$ cat config.mk
export PLATFORM = sky130hd
export DESIGN_NAME = risc8_pipeline_core
export DESIGN_NICKNAME = d
export VERILOG_FILES = /design/src/rtl/risc8_pipeline_core.sv
export SDC_FILE = /design/constraint.sdc
export NUM_CORES = 1
export LEC_CHECK = 0
export CAP_MARGIN = 10
export CORE_ASPECT_RATIO = 0.5
export CORE_MARGIN = 4
export CORE_UTILIZATION = 45
export DETAILED_ROUTE_END_ITERATION = 7
export GPL_TIMING_DRIVEN = 0
export HOLD_SLACK_MARGIN = 0.06
export SLEW_MARGIN = 20
export SYNTH_ARGS = -nofsm -noshare
export SYNTH_HDL_FRONTEND = slang
export SYNTH_SLANG_ARGS = --single-unit
$ cat constraint.sdc
create_clock -name clk -period 14.1 [get_ports clk]
set_input_delay 2.82 -clock clk [delete_from_list [all_inputs] [get_ports clk]]
set_output_delay 2.82 -clock clk [all_outputs]
set_load 0.05 [all_outputs]
$ cat src/rtl/risc8_pipeline_core.sv
// risc8_pipeline_core: 5-stage 8-bit RISC core running a fixed self-test program from ROM, then halting.
// Forwards from EX/MEM and MEM/WB, stalls once on load-use, and resolves BEQ in EX with a two-slot flush.
module risc8_pipeline_core #(
  parameter int PC_W   = 4,
  parameter int DATA_W = 8
) (
  input  logic clk,
  input  logic rst,
  output logic halted
);
  localparam logic [3:0] OP_ADD = 4'd1, OP_SUB = 4'd2, OP_LI = 4'd3, OP_LW = 4'd4,
                         OP_SW = 4'd5, OP_BEQ = 4'd6, OP_HALT = 4'd15;
  localparam logic [15:0] ROM [0:15] = '{
    16'h3205, 16'h340A, 16'h1650, 16'h380C, 16'h5700, 16'h4B00, 16'h2C88, 16'h638A,
    16'h3EFF, 16'h3EFF, 16'hF000, 16'h0000, 16'h0000, 16'h0000, 16'h0000, 16'h0000};

  function automatic logic [2:0] src1(input logic [15:0] ir);
    return ir[15:12] == OP_BEQ ? ir[11:9] : ir[8:6];
  endfunction
  function automatic logic [2:0] src2(input logic [15:0] ir);
    return ir[15:12] == OP_SW ? ir[11:9] : ir[15:12] == OP_BEQ ? ir[8:6] : ir[5:3];
  endfunction

  logic [PC_W-1:0]   pc;
  logic [15:0]       if_id_ir, id_ex_ir;
  logic [DATA_W-1:0] id_ex_v1, id_ex_v2;
  logic [3:0]        ex_mem_op, mem_wb_op;
  logic [2:0]        ex_mem_rd, mem_wb_rd;
  logic [DATA_W-1:0] ex_mem_res, ex_mem_sd, mem_wb_val;
  logic [DATA_W-1:0] reg_file [0:7];
  logic [DATA_W-1:0] data_mem_loc_12;
  logic              halt_seen;

  logic [3:0]        d_op, e_op;
  logic [2:0]        d_s1, d_s2, e_s1, e_s2, e_rd;
  logic              d_u1, d_u2, wb_we, exm_fw, stall, taken, fetch_stop;
  logic [DATA_W-1:0] rd1, rd2, f1, f2, alu, load;

  assign d_op  = if_id_ir[15:12];
  assign d_s1  = src1(if_id_ir);
  assign d_s2  = src2(if_id_ir);
  assign d_u1  = d_op inside {OP_ADD, OP_SUB, OP_LW, OP_SW, OP_BEQ};
  assign d_u2  = d_op inside {OP_ADD, OP_SUB, OP_SW, OP_BEQ};
  assign wb_we = mem_wb_op inside {OP_ADD, OP_SUB, OP_LI, OP_LW} && mem_wb_rd != 3'd0 && !halted;
  // Same-cycle WB write is visible to the ID read
  assign rd1   = (wb_we && mem_wb_rd == d_s1) ? mem_wb_val : reg_file[d_s1];
  assign rd2   = (wb_we && mem_wb_rd == d_s2) ? mem_wb_val : reg_file[d_s2];
  assign stall = id_ex_ir[15:12] == OP_LW && id_ex_ir[11:9] != 3'd0 &&
                 ((d_u1 && d_s1 == id_ex_ir[11:9]) || (d_u2 && d_s2 == id_ex_ir[11:9]));

  assign e_op   = id_ex_ir[15:12];
  assign e_rd   = id_ex_ir[11:9];
  assign e_s1   = src1(id_ex_ir);
  assign e_s2   = src2(id_ex_ir);
  assign exm_fw = ex_mem_op inside {OP_ADD, OP_SUB, OP_LI} && ex_mem_rd != 3'd0;
  assign f1 = (exm_fw && ex_mem_rd == e_s1) ? ex_mem_res : (wb_we && mem_wb_rd == e_s1) ? mem_wb_val : id_ex_v1;
  assign f2 = (exm_fw && ex_mem_rd == e_s2) ? ex_mem_res : (wb_we && mem_wb_rd == e_s2) ? mem_wb_val : id_ex_v2;
  assign alu = e_op == OP_ADD ? f1 + f2 :
               e_op == OP_SUB ? f1 - f2 :
               e_op == OP_LI  ? id_ex_ir[7:0] : f1 + {2'b00, id_ex_ir[5:0]};
  assign taken      = e_op == OP_BEQ && f1 == f2;
  assign fetch_stop = halt_seen || (d_op == OP_HALT && !taken);
  assign load       = ex_mem_res == 8'd12 ? data_mem_loc_12 : '0;

  always_ff @(posedge clk or negedge rst) begin
    if (!rst) begin
      pc              <= '0;
      if_id_ir        <= '0;
      id_ex_ir        <= '0;
      id_ex_v1        <= '0;
      id_ex_v2        <= '0;
      ex_mem_op       <= '0;
      ex_mem_rd       <= '0;
      ex_mem_res      <= '0;
      ex_mem_sd       <= '0;
      mem_wb_op       <= '0;
      mem_wb_rd       <= '0;
      mem_wb_val      <= '0;
      data_mem_loc_12 <= '0;
      halt_seen       <= 1'b0;
      halted          <= 1'b0;
    end else begin
      if (taken) begin
        pc       <= id_ex_ir[PC_W-1:0];
        if_id_ir <= '0;
        id_ex_ir <= '0;
      end else if (stall) begin
        id_ex_ir <= '0;
      end else begin
        pc        <= fetch_stop ? pc : pc + PC_W'(1);
        if_id_ir  <= fetch_stop ? 16'h0000 : ROM[pc];
        id_ex_ir  <= if_id_ir;
        id_ex_v1  <= rd1;
        id_ex_v2  <= rd2;
        halt_seen <= halt_seen || d_op == OP_HALT;
      end
      ex_mem_op  <= e_op;
      ex_mem_rd  <= e_rd;
      ex_mem_res <= alu;
      ex_mem_sd  <= f2;
      mem_wb_op  <= ex_mem_op;
      mem_wb_rd  <= ex_mem_rd;
      mem_wb_val <= ex_mem_op == OP_LW ? load : ex_mem_res;
      if (mem_wb_op == OP_HALT) halted <= 1'b1;
      if (!halted && ex_mem_op == OP_SW && ex_mem_res == 8'd12) data_mem_loc_12 <= ex_mem_sd;
    end
  end

  always_ff @(posedge clk or negedge rst) begin
    if (!rst) begin
      for (int i = 0; i < 8; i++) reg_file[i] <= '0;
    end else if (wb_we) begin
      reg_file[mem_wb_rd] <= mem_wb_val;
    end
  end
endmodule

==> results by stage <==
Synth:
- The share of Yosys cell area claimed by the top area cell type is between 40% and 50%.
- Sequential cells were found to cover between 40 and 50% of the synthesized design area.
- The library cell with the largest summed area after synthesis is dfrtp_1.
- Counting flops with a built-in enable in the synthesized netlist gives 0.
- Counting flops and latches in the post-synthesis netlist gives between 150 and 200.
- The synthesized instance count is about 860.
- Ranked by total cell area, the synthesized netlist is headed by dfrtp_1 (43%), mux2_2 (12%), mux2i_1 (4.7%).
- The async set or reset register ratio after synthesis is 100%.
- The mean instance size in the synthesized netlist is about 11 um^2.
- The most instantiated library cell after synthesis is dfrtp_1.
- Counting every net in the synthesized netlist gives about 890.
- The count of unique library cells instantiated by Yosys is 72.
- The number of warnings printed during yosys synthesis is 0.
- For this run, the leading register cell type out of synthesis is dfrtp_1.
- Sorting the synthesized cells by how often they occur yields dfrtp_1 (162), mux2_2 (101), nor2_1 (68).
- The synthesized netlist occupies a cell area of between 0.009 and 0.01 mm^2.

Global routing:
- The global routing stage identified its most utilized layer as met1.
- Global routing finished with a remaining overflow of 0.
- The met2 capacity usage during global routing is 30.1%.
- The first global-routing pass estimated around 38000 um of wire.
- The overall fraction of global-route tracks in use is 20.1%.
- The number of antenna violations at the first check in global routing is 0.
- The via count of the first global-routing pass is 6758.
- Entering global routing, the biggest net connects between 90 and 100 pins.
- Global routing used 30.2% of the available met1 tracks.
- In the global route stage, met3 resource usage came out at 3.76%.

Floorplan:
- The area of the core region is 0.0206 mm^2.
- Row generation in the floorplan step produced 37 rows.
- From bottom edge to top edge, the die measures 111 um.
- The horizontal extent of the die is 213 um.
- The I/O pin total is 3.
- The effective utilization at floorplan is between 40% and 50%.
- The die footprint is 0.0236 mm^2.

Power:
- VDD sags by at most 0.0813 mV.
- Summed over all cells, the static leakage comes to 0.00478 uW.
- The power per unit of standard cell area is between 80 and 90 mW/mm^2.

Route:
- The count of antenna-violating nets left after detailed routing is 0.
- Wires add up to approximately 23000 um.
- The via count is between 6000 and 7000.
- Using the TritonRoute via totals, the vias-per-cell ratio works out to ~5.7.
- The first-pass detailed-route iteration total is 5.
- After detailed routing, the average wire length per cell comes to 19.4 um.
- The iteration-0 DRC count of the detailed router is approximately 400.
- After detailed routing, the number of remaining DRC violations is 0.

CTS:
- The buffer levels on the longest clock path is 2.
- For this design, the CTS-stage hold fixing added 0 buffers.
- The number of clock sinks is 162.
- The worst-skew pair later-pin latency is between 0.4 and 0.5 ns.
- In this run the post-CTS setup repair buffer count came out at 0.
- The number of clock buffers added by TritonCTS is 17.
- Clock-pin slew was measured on the worst setup and hold paths at 0.06 ns.
- In this run, post-CTS repair resized a total of 0 instances.
- The H-tree depth is 4.
- TritonCTS built the clock tree.
- CTS placed an instance of clkbuf_16 at the clock tree root.

Setup path:
- The largest driver fanout on the critical path is 10.
- The element type at the critical path end is a flop.
- In this run the worst setup path begins at id_ex_ir[12]$_DFF_PN0_.
- Data arrives at the worst endpoint at approximately 6.5 ns.
- The critical path in this run is classified as reg2reg.
- For the worst setup path, the data required time is around 14 ns.
- The startpoint kind of the worst setup timing path is a flop.
- The critical register-to-register path startpoint is id_ex_ir[12]$_DFF_PN0_.

Timing:
- The highest clock rate is ~0.16 GHz.
- Headroom to the max-slew limit came out at around 24%.
- The worst-margin pin slew is approximately 1.1 ns.
- Setup total negative slack on the finished layout was measured at 0 ns.
- The worst setup skew after layout is between 0.008 and 0.009 ns.
- The number of endpoints with negative hold slack in the final report came to 0.
- The number of max-slew violations in the final report is 0.
- The time the worst path needs with I/O delays and setup is about 6.2 ns.
- Setup violations remaining at the end of the flow were counted as 0.
- Setup repair after global routing left no endpoint under its margin.
- The final clock period utilization by the worst path is a little over two fifths.

Min path:
- The startpoint of the worst hold path is id_ex_ir[10]$_DFF_PN0_.
- In this run the worst hold path is classified as reg2reg.

Finish:
- The share of final-layout standard cells stronger than drive strength 1 is 20.8%.
- The area occupied by registers is ~0.0041 mm^2.
- The area growth from synthesis to layout is 10.4%.
- After filler insertion, the fill cell instance count of the layout stands at approximately 1800.
- The area of the multi-input gates is between 0.005 and 0.006 mm^2.
- Leaving out filler cells and counting taps, the final layout contains approximately 1200.
- The final antenna diode count is 0.
- The number of nets in the layout is around 920.

Place:
- The detailed placer's ending HPWL is ~17000 um.
- The cell count after placement is ~1100.
- During placement, the flow inserted port buffers numbering 2.
- The final estimated routing congestion in global placement is a little under 0.9.

Outcome:
- The flow ran to the end, and the final reports show no timing, DRC or antenna violations.

Flow run:
- The number of violations of the max-capacitance limit is 0.
[worst max-delay path: stages (launching register included)]
cell and delay (ns):
dfrtp_1 0.40, buf_2 0.19, nor4bb_4 0.44, mux2_2 0.38, a21oi_1 0.32, xnor2_1 0.18, nor3_1 0.86, mux2_2 0.43
mux2_2 0.32, ha_1 0.30, clkbuf_1 0.19, nor4b_1 0.34, nand2_1 0.11, nor4_1 0.66, o31ai_1 0.30, and2_1 0.25
buf_2 0.19, a32o_1 0.23
[power by group]
part	internal, uW	total (uW)	switching, uW
Combinational	1.19	9.98	8.79
Clock	237	441	203
Sequential	465	465	0
Total	703	915	212
[layout by cell type, fill, tap and decap left out, types with 4 or more instances in the layout]
cell and n:
nor2b_1 12, o221ai_1 4, mux4_2 16, a221oi_1 7
mux2_2 101, inv_1 22, clkinvlp_4 4, o21bai_1 6
buf_2 9, xnor2_1 21, buf_1 4, nor4b_1 5
nor3_1 12, nand2b_1 7, o31ai_1 4, dfrtp_1 162
a211oi_1 13, clkbuf_1 46, nor2_1 68, o21ai_0 36
clkbuf_16 17, xor2_1 6, or3_1 4, a21oi_1 48
mux2i_1 45, inv_6 5, and2_1 18, ha_1 28
a22o_1 18, mux2_1 15, nand2_1 32, nand3_1 8
a21o_1 11
[final timing paths]
kind                                       endpoint  slack (ns)  depth (start not counted)
min in group asynchronous  reg_file[56]$_DFFE_PN0P_        2.30                          1
hold / removal               ex_mem_rd[1]$_DFF_PN0_        0.37                          0
setup reg to reg           if_id_ir[13]$_DFFE_PN0P_        7.90                         17
max in group asynchronous    ex_mem_sd[1]$_DFF_PN0_       10.94                          2
hold reg to reg              ex_mem_rd[1]$_DFF_PN0_        0.37                          0
setup / recovery           if_id_ir[13]$_DFFE_PN0P_        7.90                         17
[logic make-up (layout without fill, tap and decap cells)]
group | count (synthesis) | count (layout) | share of synthesized area (%)
AND/OR/NAND/NOR | 194 | 194 | 10.8
AO/OA/AOI/OAI | 182 | 182 | 13.3
multiplexers | 179 | 179 | 22.7
flip-flops | 162 | 162 | 42.7
buffers and inverters | 83 | 121 | 3.66
adder cells (fa/ha/maj) | 31 | 31 | 4.32
XOR/XNOR | 27 | 27 | 2.49
[per-stage QoR]
stage          util (%)  total power [uW]  setup slack, ns  hold slack (ns)  instance area (um^2)
5_1_grt            50.8               947             7.46            0.375                 10500
3_5_place_dp       48.1               484             7.94            0.359                  9920
4_1_cts            50.7               925             7.90            0.374                 10500
2_1_floorplan         -               474             9.11            0.352                  9490
6_report           50.8               915             7.90            0.372                 10500
3_3_place_gp       47.7               483             3.68            0.362                  9850
[registers in the layout (all words and copies together) (netlist names), 4 cells and up]
name and cells:
reg_file 64, id_ex_ir 15, if_id_ir 15, data_mem_loc_12 8, ex_mem_res 8, ex_mem_sd 8
id_ex_v1 8, id_ex_v2 8, mem_wb_val 8, ex_mem_op 4, mem_wb_op 4, pc 4
[routing by layer]
layer / part of all wire [%] / up-vias
met3: 3.0 / 32
met1: 51 / 3405
met5: 0 / -
met2: 45 / 104
met4: 1.3 / 0
li1: - / 3176
[layout make-up]
class / count / area share, %
flip-flops and latches: 162 / 38.7
clock buffers: 20 / 4.36
clock inverters: 12 / 0.919
well taps: 273 / 3.26
inverters: 22 / 0.788
repair buffers: 6 / 0.668
multi-input cells: 613 / 48.8
plain buffers: 61 / 2.53
(Power assumes the default switching activity.)
